[config.mk]
export PLATFORM = sky130hd
export DESIGN_NAME = mux_select_sequencer
export DESIGN_NICKNAME = d
export VERILOG_FILES = /design/src/rtl/mux_select_sequencer_pkg.sv /design/src/rtl/mux_select_sequencer_sel_counter.sv /design/src/rtl/mux_select_sequencer.sv
export SDC_FILE = /design/constraint.sdc
export NUM_CORES = 1
export LEC_CHECK = 0
export CORE_MARGIN = 2
export CORE_UTILIZATION = 45
export CTS_BUF_LIST = sky130_fd_sc_hd__clkbuf_16
export CTS_CLUSTER_DIAMETER = 30
export DETAILED_ROUTE_END_ITERATION = 12
export PLACE_DENSITY = 0.75
export SYNTH_ARGS = -nofsm -noshare
export SYNTH_HDL_FRONTEND = slang
export SYNTH_SLANG_ARGS = --single-unit
[constraint.sdc]
create_clock -name clk -period 2 [get_ports clk]
set_input_delay 0.4 -clock clk [delete_from_list [all_inputs] [get_ports clk]]
set_output_delay 0.4 -clock clk [all_outputs]
set_load 0.005 [all_outputs]
[src/rtl/mux_select_sequencer_pkg.sv]
// Shared types and helpers for the mux select sequencer.
// Holds the FSM state encoding and the select start/end index helpers
// used by both the top level and the select counter.
package mux_select_sequencer_pkg;

  typedef enum logic {
    ST_IDLE  = 1'b0,
    ST_SHIFT = 1'b1
  } state_e;

  // First select index of a word: 0 for LSB-first, width-1 for MSB-first.
  function automatic int unsigned sel_first_idx(input int unsigned width, input bit msb_first);
    return msb_first ? (width - 1) : 0;
  endfunction

  // Last select index of a word: the opposite end from sel_first_idx.
  function automatic int unsigned sel_last_idx(input int unsigned width, input bit msb_first);
    return msb_first ? 0 : (width - 1);
  endfunction

endpackage

[src/rtl/mux_select_sequencer_sel_counter.sv]
// Select counter: walks the mux select from the start index to the last index.
// Latency: sel updates on the clock edge after load_i/step_i.
// Backpressure: holds sel while step_i is low; never wraps past the last index.
module mux_select_sequencer_sel_counter
  import mux_select_sequencer_pkg::*;
#(
  parameter int SEL_W     = 3,
  parameter bit MSB_FIRST = 1'b0
) (
  input  logic             clk,
  input  logic             rst,
  input  logic             load_i,
  input  logic             step_i,
  output logic [SEL_W-1:0] sel_o,
  output logic             at_last_o
);

  localparam int unsigned      NUM_SEL = 1 << SEL_W;
  localparam logic [SEL_W-1:0] SEL_FIRST = SEL_W'(sel_first_idx(NUM_SEL, MSB_FIRST));
  localparam logic [SEL_W-1:0] SEL_LAST  = SEL_W'(sel_last_idx(NUM_SEL, MSB_FIRST));
  localparam logic [SEL_W-1:0] SEL_ONE   = SEL_W'(1);

  logic [SEL_W-1:0] sel_q;
  logic [SEL_W-1:0] sel_d;

  assign sel_o     = sel_q;
  assign at_last_o = (sel_q == SEL_LAST);

  // Next select: reload wins over step; a step at the last index holds.
  always_comb begin
    sel_d = sel_q;
    if (load_i) begin
      sel_d = SEL_FIRST;
    end else if (step_i && !at_last_o) begin
      sel_d = MSB_FIRST ? (sel_q - SEL_ONE) : (sel_q + SEL_ONE);
    end
  end

  // Select register, synchronously reset to the start index.
  always_ff @(posedge clk) begin
    if (rst) begin
      sel_q <= SEL_FIRST;
    end else begin
      sel_q <= sel_d;
    end
  end

endmodule

[src/rtl/mux_select_sequencer.sv]
// Serializer front-end for the 8:1 mux: accepts words, steps the select, emits one bit per cycle.
// Latency: a word accepted on edge N has its first bit valid in cycle N+1; no bubble between words.
// Backpressure: bit_ready low freezes select and outputs; in_ready drops only while the pending slot is full.
module mux_select_sequencer
  import mux_select_sequencer_pkg::*;
#(
  parameter int WIDTH     = 8,
  parameter int SEL_W     = $clog2(WIDTH),
  parameter bit MSB_FIRST = 1'b0
) (
  input  logic             clk,
  input  logic             rst,
  input  logic [WIDTH-1:0] in_data,
  input  logic             in_valid,
  output logic             in_ready,
  output logic [WIDTH-1:0] mux_i,
  output logic [SEL_W-1:0] mux_s,
  output logic             bit_out,
  output logic             bit_valid,
  output logic             bit_last,
  input  logic             bit_ready
);

  state_e           state_q, state_d;
  logic [WIDTH-1:0] cur_q, cur_d;
  logic [WIDTH-1:0] pend_q, pend_d;
  logic             pend_full_q, pend_full_d;
  logic             cnt_load, cnt_step;
  logic [SEL_W-1:0] sel;
  logic             at_last;
  logic             accept;
  logic             bit_hs;
  logic             word_done;

  // in_ready looks only at the pending slot, so a stalled consumer never blocks a free slot.
  assign in_ready  = !rst && !pend_full_q;
  assign accept    = in_valid && in_ready;
  assign bit_hs    = bit_valid && bit_ready;
  assign word_done = bit_hs && at_last;

  mux_select_sequencer_sel_counter #(
    .SEL_W     (SEL_W),
    .MSB_FIRST (MSB_FIRST)
  ) u_sel_counter (
    .clk       (clk),
    .rst       (rst),
    .load_i    (cnt_load),
    .step_i    (cnt_step),
    .sel_o     (sel),
    .at_last_o (at_last)
  );

  // State and word registers; reset discards both the current and pending words.
  always_ff @(posedge clk) begin
    if (rst) begin
      state_q     <= ST_IDLE;
      cur_q       <= '0;
      pend_q      <= '0;
      pend_full_q <= 1'b0;
    end else begin
      state_q     <= state_d;
      cur_q       <= cur_d;
      pend_q      <= pend_d;
      pend_full_q <= pend_full_d;
    end
  end

  // Next state: leave SHIFT only when the last bit goes and no word is waiting or arriving.
  always_comb begin
    state_d = state_q;
    case (state_q)
      ST_IDLE:  if (accept) state_d = ST_SHIFT;
      ST_SHIFT: if (word_done && !pend_full_q && !accept) state_d = ST_IDLE;
      default:  state_d = ST_IDLE;
    endcase
  end

  // Word handoff: pending word first, then a same-cycle bypass, otherwise park arrivals in pend.
  always_comb begin
    cur_d       = cur_q;
    pend_d      = pend_q;
    pend_full_d = pend_full_q;
    cnt_load    = 1'b0;
    cnt_step    = 1'b0;
    case (state_q)
      ST_IDLE: begin
        if (accept) begin
          cur_d    = in_data;
          cnt_load = 1'b1;
        end
      end
      ST_SHIFT: begin
        if (word_done) begin
          if (pend_full_q) begin
            // in_ready was low this cycle, so no new word competes with pend.
            cur_d       = pend_q;
            pend_full_d = 1'b0;
            cnt_load    = 1'b1;
          end else if (accept) begin
            cur_d    = in_data;
            cnt_load = 1'b1;
          end
        end else begin
          cnt_step = bit_hs;
          if (accept) begin
            pend_d      = in_data;
            pend_full_d = 1'b1;
          end
        end
      end
      default: ;
    endcase
  end

  // Outputs: mux drive straight from the registers, serial bit taken from the current word.
  always_comb begin
    mux_i     = cur_q;
    mux_s     = sel;
    bit_out   = cur_q[sel];
    bit_valid = (state_q == ST_SHIFT);
    bit_last  = (state_q == ST_SHIFT) && at_last;
  end

endmodule

==> flow_metrics.py <==
metrics = {
    "clock_tree": {
        "insertion_delay_ns": 0.25,
        "numCtsBuffers": 3,
        "clk_pin_slew_ns": 0.06,
        "clock_sinks": 21,
        "htreeDepth": 1,
        "holdBufCountCts": 0,
        "post_cts_resized": 3,
        "clockRootBuffer": "clkbuf_16",
        "cts_tree": "done",
        "cts_buffer_depth": 2,
        "cts_setup_buffers": 0,
    },
    "timing": {
        "rsz0062_at_grt": "false",
        "max_freq_mhz": 523,
        "setup_viol": 0,
        "finClkSkew_ns": 0.00275,
        "hold_slack_ns": 0.473,
        "min_period_ns": 1.91,
        "setup_tns_ns": 0,
        "tightest_slew_ns": 0.514,
        "hold_violations": 0,
        "slew_viol_final": 0,
        "slew-limit-headroom_pct": 65.7,
        "finalCritPeriodShare_pct": 95.6,
    },
    "layout": {
        "antenna_cells": 0,
        "nets": 160,
        "n_fill_cell": 190,
        "area_delta_synth_final_pct": 36.1,
        "utilization_pct": 64.4,
        "drive_above_1_share_pct": 15.9,
    },
    "yosys": {
        "ys_warn_count": 0,
        "synth_top_family_by_area": "compound AO/OA/AOI/OAI gates",
        "synthCells": 116,
        "synth_edf_count": 0,
        "synth_mux_area_share_pct": 6.22,
        "postSynthAreaPerCell_um2": 9.02,
        "synth_area_mm2": 0.00105,
        "synth_xor_area_share_pct": 0.837,
        "synth_fa_ha_area_share_pct": 2.39,
        "yosysSeqAreaShare_pct": 40.2,
        "ys_types": 34,
        "synth-main-ff-cell": "dfxtp_1",
        "synth_compound_area_share_pct": 24.5,
        "yosys.area_share.simple_pct": 17.1,
        "synth_async_sr_flop_share_pct": 0,
        "synthesis.nets": 130,
        "synth_seq_cells": 21,
    },
    "routing": {
        "wl_um": 2300,
        "first_iter_violations": 15,
        "dr.pass1.iters": 4,
        "wl_per_cell_um": 13.3,
        "drc": 0,
        "ant_nets": 0,
        "vias": 942,
        "via_per_inst": 5.45,
    },
    "grt": {
        "grt_usage_pct": 20.2,
        "first_global_vias": 873,
        "grt_use_met2_pct": 33.1,
        "antenna_found_initial": 0,
        "grt_overflow": 0,
        "top_usage_layer": "met2",
        "grt_use_met3_pct": 3.43,
        "use_met1_pct": 26.0,
        "grt_max_degree": 17,
        "grt_pass1_wl_um": 4000,
    },
    "critical_path": {
        "cp-startpoint": "u_sel_counter.sel_o[0]",
        "worstRegToRegCells": 8,
        "crit_fanout": 3,
        "end_kind": "primary output",
        "crit_type": "reg2out",
        "critPathLaunchType": "flop",
        "required_ns": 1.60,
        "worstReg2RegStart": "u_sel_counter.sel_o[0]",
        "worstPathArrival_ns": 1.51,
    },
    "worst_hold_path": {
        "holdPathStages": 2,
        "worstHoldPathType": "reg2reg",
        "hold_start": "mux_i[5]",
    },
    "floorplanning": {
        "io_pins": 27,
        "die_h_um": 52.2,
        "die_w_um": 52.2,
        "initial_core_util_pct": 47.3,
        "dieArea_mm2": 0.00273,
        "core_area_mm2": 0.00221,
        "num_rows": 17,
    },
    "run_status": {
        "status": "finished clean",
    },
    "power_and_ir_drop": {
        "power_mw": 1.07,
        "ir_drop_v": 0.000494,
        "leakage_nw": 0.519,
        "p_per_area_mw_per_mm2": 754,
    },
    "placement": {
        "port_buffers": 26,
        "globalplace.congestion": 0.756,
        "dp_hpwl_um": 1740,
    },
    "job": {
        "cap_violations": 0,
    },
}
==> layout by cell type, fill, tap and decap left out, types with 2 or more instances in the layout <==
master,netlist,final
clkdlybuf4s50_1,0,24
dfxtp_1,21,20
a21oi_1,10,10
o21ai_1,9,9
o21ai_0,9,9
inv_1,8,8
nand3_1,8,8
a211oi_1,7,6
nor3_1,6,6
buf_4,2,6
nor2_1,4,4
clkbuf_16,0,3
mux4_2,2,2
nand2_1,2,2
nand2b_1,2,2
nor3_2,2,2
a211oi_2,1,2
mux2i_1,2,2
dlygate4sd2_1,0,2
==> report_power, final <==
group,internal [mW],switching (mW),total [mW]
Combinational,0.102,0.0820,0.184
Sequential,0.443,0.0214,0.465
Clock,0.269,0.156,0.425
Total,0.814,0.259,1.07
==> registers in the layout (all words and copies together) (netlist names) <==
register / count
bit_valid: 1
mux_i: 8
pend_full_q: 1
pend_q: 8
u_sel_counter.sel_o: 3
==> cell type report <==
type / instances / area [um2] / area share (%)
multi-input combinational: 79 / 551 / 38.7
timing repair buffer: 32 / 303 / 21.3
sequential: 21 / 422 / 29.6
clock buffer: 3 / 75.1 / 5.27
inverter: 9 / 33.8 / 2.37
clock inverter: 1 / 5.00 / 0.351
tap: 28 / 35.0 / 2.46
==> final timing paths <==
check	endpoint	slack [ns]
max	bit_last	0.09
min	mux_i[5]	0.47
max reg2reg	mux_i[0]	0.22
min reg2reg	mux_i[5]	0.47
==> metrics by stage <==
step / setup WS, ns / std cells / cell area [um2]
floorplan: 0.403 / 116 / 1050
global placement: 0.0821 / 169 / 1330
detailed placement: 0.0221 / 169 / 1330
CTS: 0.0496 / 173 / 1410
global route: 0.0199 / 173 / 1420
finish: 0.0885 / 173 / 1420
==> synth_stat cells (all sizes together), types with 2 or more instances <==
| cell | instances | area, um2 |
|---|---|---|
| inv | 8 | 30.0 |
| nor3 | 8 | 50.1 |
| o21ai | 18 | 90.1 |
| ha | 2 | 25.0 |
| nor2 | 4 | 15.0 |
| dfxtp | 21 | 420 |
| mux4 | 2 | 45.0 |
| nand2b | 2 | 12.5 |
| mux2i | 2 | 20.0 |
| nand3 | 8 | 40.0 |
| buf | 6 | 53.8 |
| nand2 | 2 | 7.51 |
| a211oi | 8 | 65.1 |
| a21oi | 10 | 50.1 |
==> logic make-up after synthesis <==
family / Yosys count
compound gates: 41
xor+xnor: 1
fa+ha+maj: 2
buf+inv: 16
flops: 21
mux: 4
simple gates: 31
==> routing by layer <==
metal | wire length, um | part of all wire, %
met5 | 0 | 0
met4 | 39 | 1.7
met3 | 105 | 4.6
met2 | 1070 | 47
met1 | 1080 | 47
==> critical path: stages, from the launching register on <==
cell	delay, ns
dfxtp_2	0.34
buf_4	0.14
ha_1	0.20
ha_2	0.17
and2_1	0.15
dlygate4sd2_1	0.26
Power figures use the tool's default switching activity.
